### src/rtl/dilithium_pkg.sv
// rtl/dilithium_pkg.sv - shared Dilithium parameters and loader state encoding
package dilithium_pkg;

   localparam int N                   = 256;
   localparam int ETA                 = 4;
   localparam int POLYETA_PACKEDBYTES = 128;
   localparam int POLYETA_PACKED_W    = 8 * POLYETA_PACKEDBYTES;

   typedef enum logic {
      ST_FILL = 1'b0,
      ST_HOLD = 1'b1
   } load_state_t;

endpackage

### src/rtl/polyeta_nibble_chk.sv
// rtl/polyeta_nibble_chk.sv - flags any 4-bit field of a beat above the eta bound
module polyeta_nibble_chk #(
   parameter int W = 64
) (
   input  logic [W-1:0] data,
   input  logic [3:0]   bound,
   output logic         bad
);

   always_comb begin
      bad = 1'b0;
      for (int i = 0; i < W / 4; i++) begin
         if (data[4*i +: 4] > bound) bad = 1'b1;
      end
   end

endmodule

### src/rtl/polyeta_load.sv
// rtl/polyeta_load.sv - assembles one eta-packed polynomial from a beat stream and screens it
module polyeta_load #(
   parameter int W_IN = 64,
   parameter int ETA  = dilithium_pkg::ETA
) (
   input  logic                                       clk,
   input  logic                                       rst_n,
   input  logic                                       in_valid,
   output logic                                       in_ready,
   input  logic [W_IN-1:0]                            in_data,
   input  logic                                       in_last,
   output logic                                       out_valid,
   input  logic                                       out_ready,
   output logic [dilithium_pkg::POLYETA_PACKED_W-1:0] out_data,
   output logic [1:0]                                 out_err
);
   import dilithium_pkg::*;

   localparam int               BEATS    = POLYETA_PACKED_W / W_IN;
   localparam int               CNT_W    = $clog2(BEATS);
   localparam logic [CNT_W-1:0] LAST_CNT = CNT_W'(BEATS - 1);
   localparam logic [3:0]       BOUND    = 4'(2 * ETA);

   load_state_t      state_q, state_d;
   logic [CNT_W-1:0] cnt_q;
   logic [1:0]       err_q;
   logic             accept;
   logic             at_last;
   logic             range_bad;
   logic             frame_bad;

   polyeta_nibble_chk #(.W(W_IN)) u_nibble_chk (
      .data  (in_data),
      .bound (BOUND),
      .bad   (range_bad)
   );

   // Ready is gated by rst_n so it reads 0 for the whole reset interval.
   assign in_ready  = rst_n && (state_q == ST_FILL);
   assign out_valid = (state_q == ST_HOLD);
   assign out_err   = err_q;

   assign accept    = in_valid && in_ready;
   assign at_last   = (cnt_q == LAST_CNT);
   // The frame closes on the count; in_last is only compared against it.
   assign frame_bad = in_last ^ at_last;

   always_comb begin
      state_d = state_q;
      case (state_q)
         ST_FILL: if (accept && at_last) state_d = ST_HOLD;
         ST_HOLD: if (out_ready)         state_d = ST_FILL;
         default:                        state_d = ST_FILL;
      endcase
   end

   always_ff @(posedge clk or negedge rst_n) begin
      if (!rst_n) begin
         state_q  <= ST_FILL;
         cnt_q    <= '0;
         err_q    <= '0;
         out_data <= '0;
      end else begin
         state_q <= state_d;
         if (accept) begin
            out_data[W_IN*cnt_q +: W_IN] <= in_data;
            cnt_q <= at_last ? '0 : cnt_q + CNT_W'(1);
            err_q <= err_q | {frame_bad, range_bad};
         end else if ((state_q == ST_HOLD) && out_ready) begin
            err_q <= '0;
         end
      end
   end

endmodule

### config.mk
export PLATFORM = sky130hd
export DESIGN_NAME = polyeta_load
export DESIGN_NICKNAME = d
export VERILOG_FILES = /design/src/rtl/dilithium_pkg.sv /design/src/rtl/polyeta_nibble_chk.sv /design/src/rtl/polyeta_load.sv
export SDC_FILE = /design/constraint.sdc
export NUM_CORES = 1
export LEC_CHECK = 0
export BUFFER_PORTS_ARGS = -buffer_cell sky130_fd_sc_hd__buf_2
export CORE_AREA = 3 3 424 426
export CTS_CLUSTER_SIZE = 10
export DETAILED_ROUTE_END_ITERATION = 8
export DIE_AREA = 0 0 427 429
export SLEW_MARGIN = 20
export SYNTH_ARGS = -nofsm -noshare
export SYNTH_HDL_FRONTEND = slang
export SYNTH_SLANG_ARGS = --single-unit
### constraint.sdc
create_clock -name clk -period 3.75 [get_ports clk]
set_input_delay 0.375 -clock clk [delete_from_list [all_inputs] [get_ports clk]]
set_output_delay 0.375 -clock clk [all_outputs]
set_load 0.05 [all_outputs]
==> impl_metrics.tcl <==
set metrics [dict create \
    status "finished clean" \
    start_util_pct 23.16 \
    setup_viol 0 \
    startpoint_type "register" \
    synth_cells 3510 \
    drive_gt1_share_pct 38.36 \
    grt_max_degree 163 \
    grtUsageTotal_pct 21.86 \
    detail_route.first_pass.iterations 5 \
    ys_types 47 \
    port_buffers 1096 \
    die_h_um 429 \
    critPathTopFamily "simple AND/OR/NAND/NOR gates" \
    drc 0 \
    final_area_um2 53330 \
    cts_resized 0 \
    use_met3_pct 5.502 \
    ys_seq_area_share_pct 63.27 \
    finalHoldViolations 0 \
    path_clk_slew_ns 0.06 \
    nets 4626 \
    overflow 0 \
    synth_top_family_by_area "simple AND/OR/NAND/NOR gates" \
    max_freq_ghz 0.2899 \
    period_share_pct 91.99 \
    placed_cell_area_um2 49100 \
    clock_path_buffers 3 \
    drt-wirelength-per-cell_um 29.62 \
    die_x_um 427 \
    antenna_found_initial 21 \
    h-tree-depth 4 \
    slowest_stage "ha_1" \
    grt_pass1_vias 33110 \
    dieArea_um2 183200 \
    max-slew-margin-rel_pct 23.22 \
    dp_cells 6742 \
    globalplace.congestion 0.8703 \
    synth_adder_area_share_pct 0.09204 \
    grt_pass1_wl_mm 279.8 \
    clock_sinks 1031 \
    worst_slack_ns 0.3005 \
    fin_crit_ns 3.449 \
    muxShareOfSynthArea_pct 11.10 \
    required_ns 4.39 \
    crit_path_end_kind "register" \
    cts_root_buffer "clkbuf_16" \
    synth-seq-cells 1031 \
    routed_via_density 4.785 \
    tightest_slew_ns 1.152 \
    maxCapViolations 0 \
    cts_inserted_buffers 132 \
    rsz0062_at_grt "no" \
    synth_compound_area_share_pct 10.04 \
    netlist_area_um2 40780 \
    crit_buf_inv 1 \
    hpwl_mm 148.2 \
    vias 33280 \
    synth-simple-area-share_pct 11.61 \
    syn-num-nets 3582 \
    cts_tree "done" \
    num_rows 154 \
    first_iter_violations 2809 \
    path_cells "nor3_1 > ha_1 > nor2b_4 > and3_4 > buf_12 > mux2_2" \
    cp_max_fo 30 \
    postRouteAntennaNets 0 \
    synth-edff-count 0 \
    layout.cells.non_filler 6955 \
    ys.flop_type "dfrtp_1" \
    synth_xor_area_share_pct 0.08284 \
    final_cell_mix "1095 x buf_2, 1031 x dfrtp_1, 609 x nand2_1" \
    grt-busiest-layer "met2" \
    fin_skew_ns 0.02952 \
    clk_latency_ns 0.78 \
    core_um2 176100 \
    area_growth_pct 30.77 \
    arrival_ns 4.09 \
    whs_ns 0.07001 \
    synthArstFlopShare_pct 100.0 \
    yosys_warnings 0 \
    hp-class "in -> reg" \
    synth.avg_cell_area_um2 11.62 \
    powerDensity_nw_per_um2 978.7 \
    power_mw 52.19 \
    post-route-util_pct 30.28 \
    vdd_drop_max_mv 0.4814 \
    power.leakage_nw 28.94 \
    met1_usage_pct 26.16 \
    use_met2_pct 35.66 \
    pre_cts_ws_ns 0.2879 \
    layout_commonest_cell "buf_2" \
    routed_wl_mm 206.0 \
    path_class "reg -> reg" \
    tns_ns 0 \
    slowest_delay_ns 0.86 \
    ios 1097 \
    slew_violations 0 \
    num-fill-cells 18160 \
]
[routing by layer]
| metal | vias to the layer above | share of wire, % |
|---|---|---|
| met2 | 1454 | 48 |
| met1 | 17310 | 39 |
| met4 | 4 | 6.7 |
| met5 | - | 0.011 |
| met3 | 434 | 7.0 |
| li1 | 14090 | - |
[path summary, 6_finish.rpt]
check,from,to,slack (ns),cells after the start
setup / recovery,cnt_q[0]$_DFFE_PN0P_,out_data[534]$_DFFE_PN0P_,0.30,6
hold / removal,in_data[23],out_data[23]$_DFFE_PN0P_,0.07,3
setup reg to reg,cnt_q[0]$_DFFE_PN0P_,out_data[534]$_DFFE_PN0P_,0.30,6
hold reg to reg,out_data[860]$_DFFE_PN0P_,out_data[860]$_DFFE_PN0P_,0.47,1
max in group asynchronous,rst_n,out_data[284]$_DFFE_PN0P_,1.62,4
min in group asynchronous,rst_n,out_data[513]$_DFFE_PN0P_,0.22,3
[logic make-up after synthesis]
| kind of cell | Yosys count |
|---|---|
| compound gates | 712 |
| simple gates | 1024 |
| xor+xnor | 3 |
| fa+ha+maj | 3 |
| buf+inv | 335 |
| mux | 402 |
| flops | 1031 |
[power by group]
part	leakage [nW]	internal, mW	switching [mW]	total (mW)
Sequential	14.1	14.2	1.77	15.9
Combinational	12.9	4.95	19.1	24.0
Clock	1.96	7.22	5.04	12.3
Total	28.9	26.3	25.9	52.2
[cell type report]
class	instances	area (um2)	share of cell area, %
Antenna cell	9	22.52	0.04223
Clock buffer	158	3590	6.731
Clock inverter	28	417.9	0.7836
Inverter	50	187.7	0.3519
Multi-Input combinational cell	2144	13580	25.46
Sequential cell	1031	25800	48.38
Tap cell	2340	2928	5.490
Timing Repair Buffer	1195	6805	12.76
[cell usage after synthesis, types with 12 or more instances]
master | n | area, um2
dfrtp_1 | 1031 | 25800
nand2_1 | 609 | 2286
o21ai_0 | 478 | 2392
mux2_2 | 389 | 4380
nor3_1 | 195 | 975.9
a21o_1 | 192 | 1441
clkbuf_1 | 156 | 585.6
and2_1 | 128 | 800.8
buf_2 | 85 | 425.4
nand4_1 | 51 | 319.1
inv_1 | 50 | 187.7
o21ai_1 | 21 | 105.1
buf_6 | 19 | 214.0
o31ai_1 | 16 | 120.1
mux2_1 | 13 | 146.4
buf_4 | 12 | 90.09
[worst register-to-register path: stages, from the launching register on]
cell and delay [ns]:
dfrtp_1 0.61, nor3_1 0.15, ha_1 0.86, nor2b_4 0.51, and3_4 0.47, buf_12 0.26, mux2_2 0.45
[timing repair]
item | CTS | global route
hold endpoints to repair | 227 | 0
buffers inserted | 0 | 0
hold buffers | 17 | 0
[registers in the layout, indices dropped and copies added, names as in the netlist]
name,flops
out_err,2
cnt_q,4
out_valid,1
out_data,1024
Note: power is estimated with default switching activity, not from simulation.
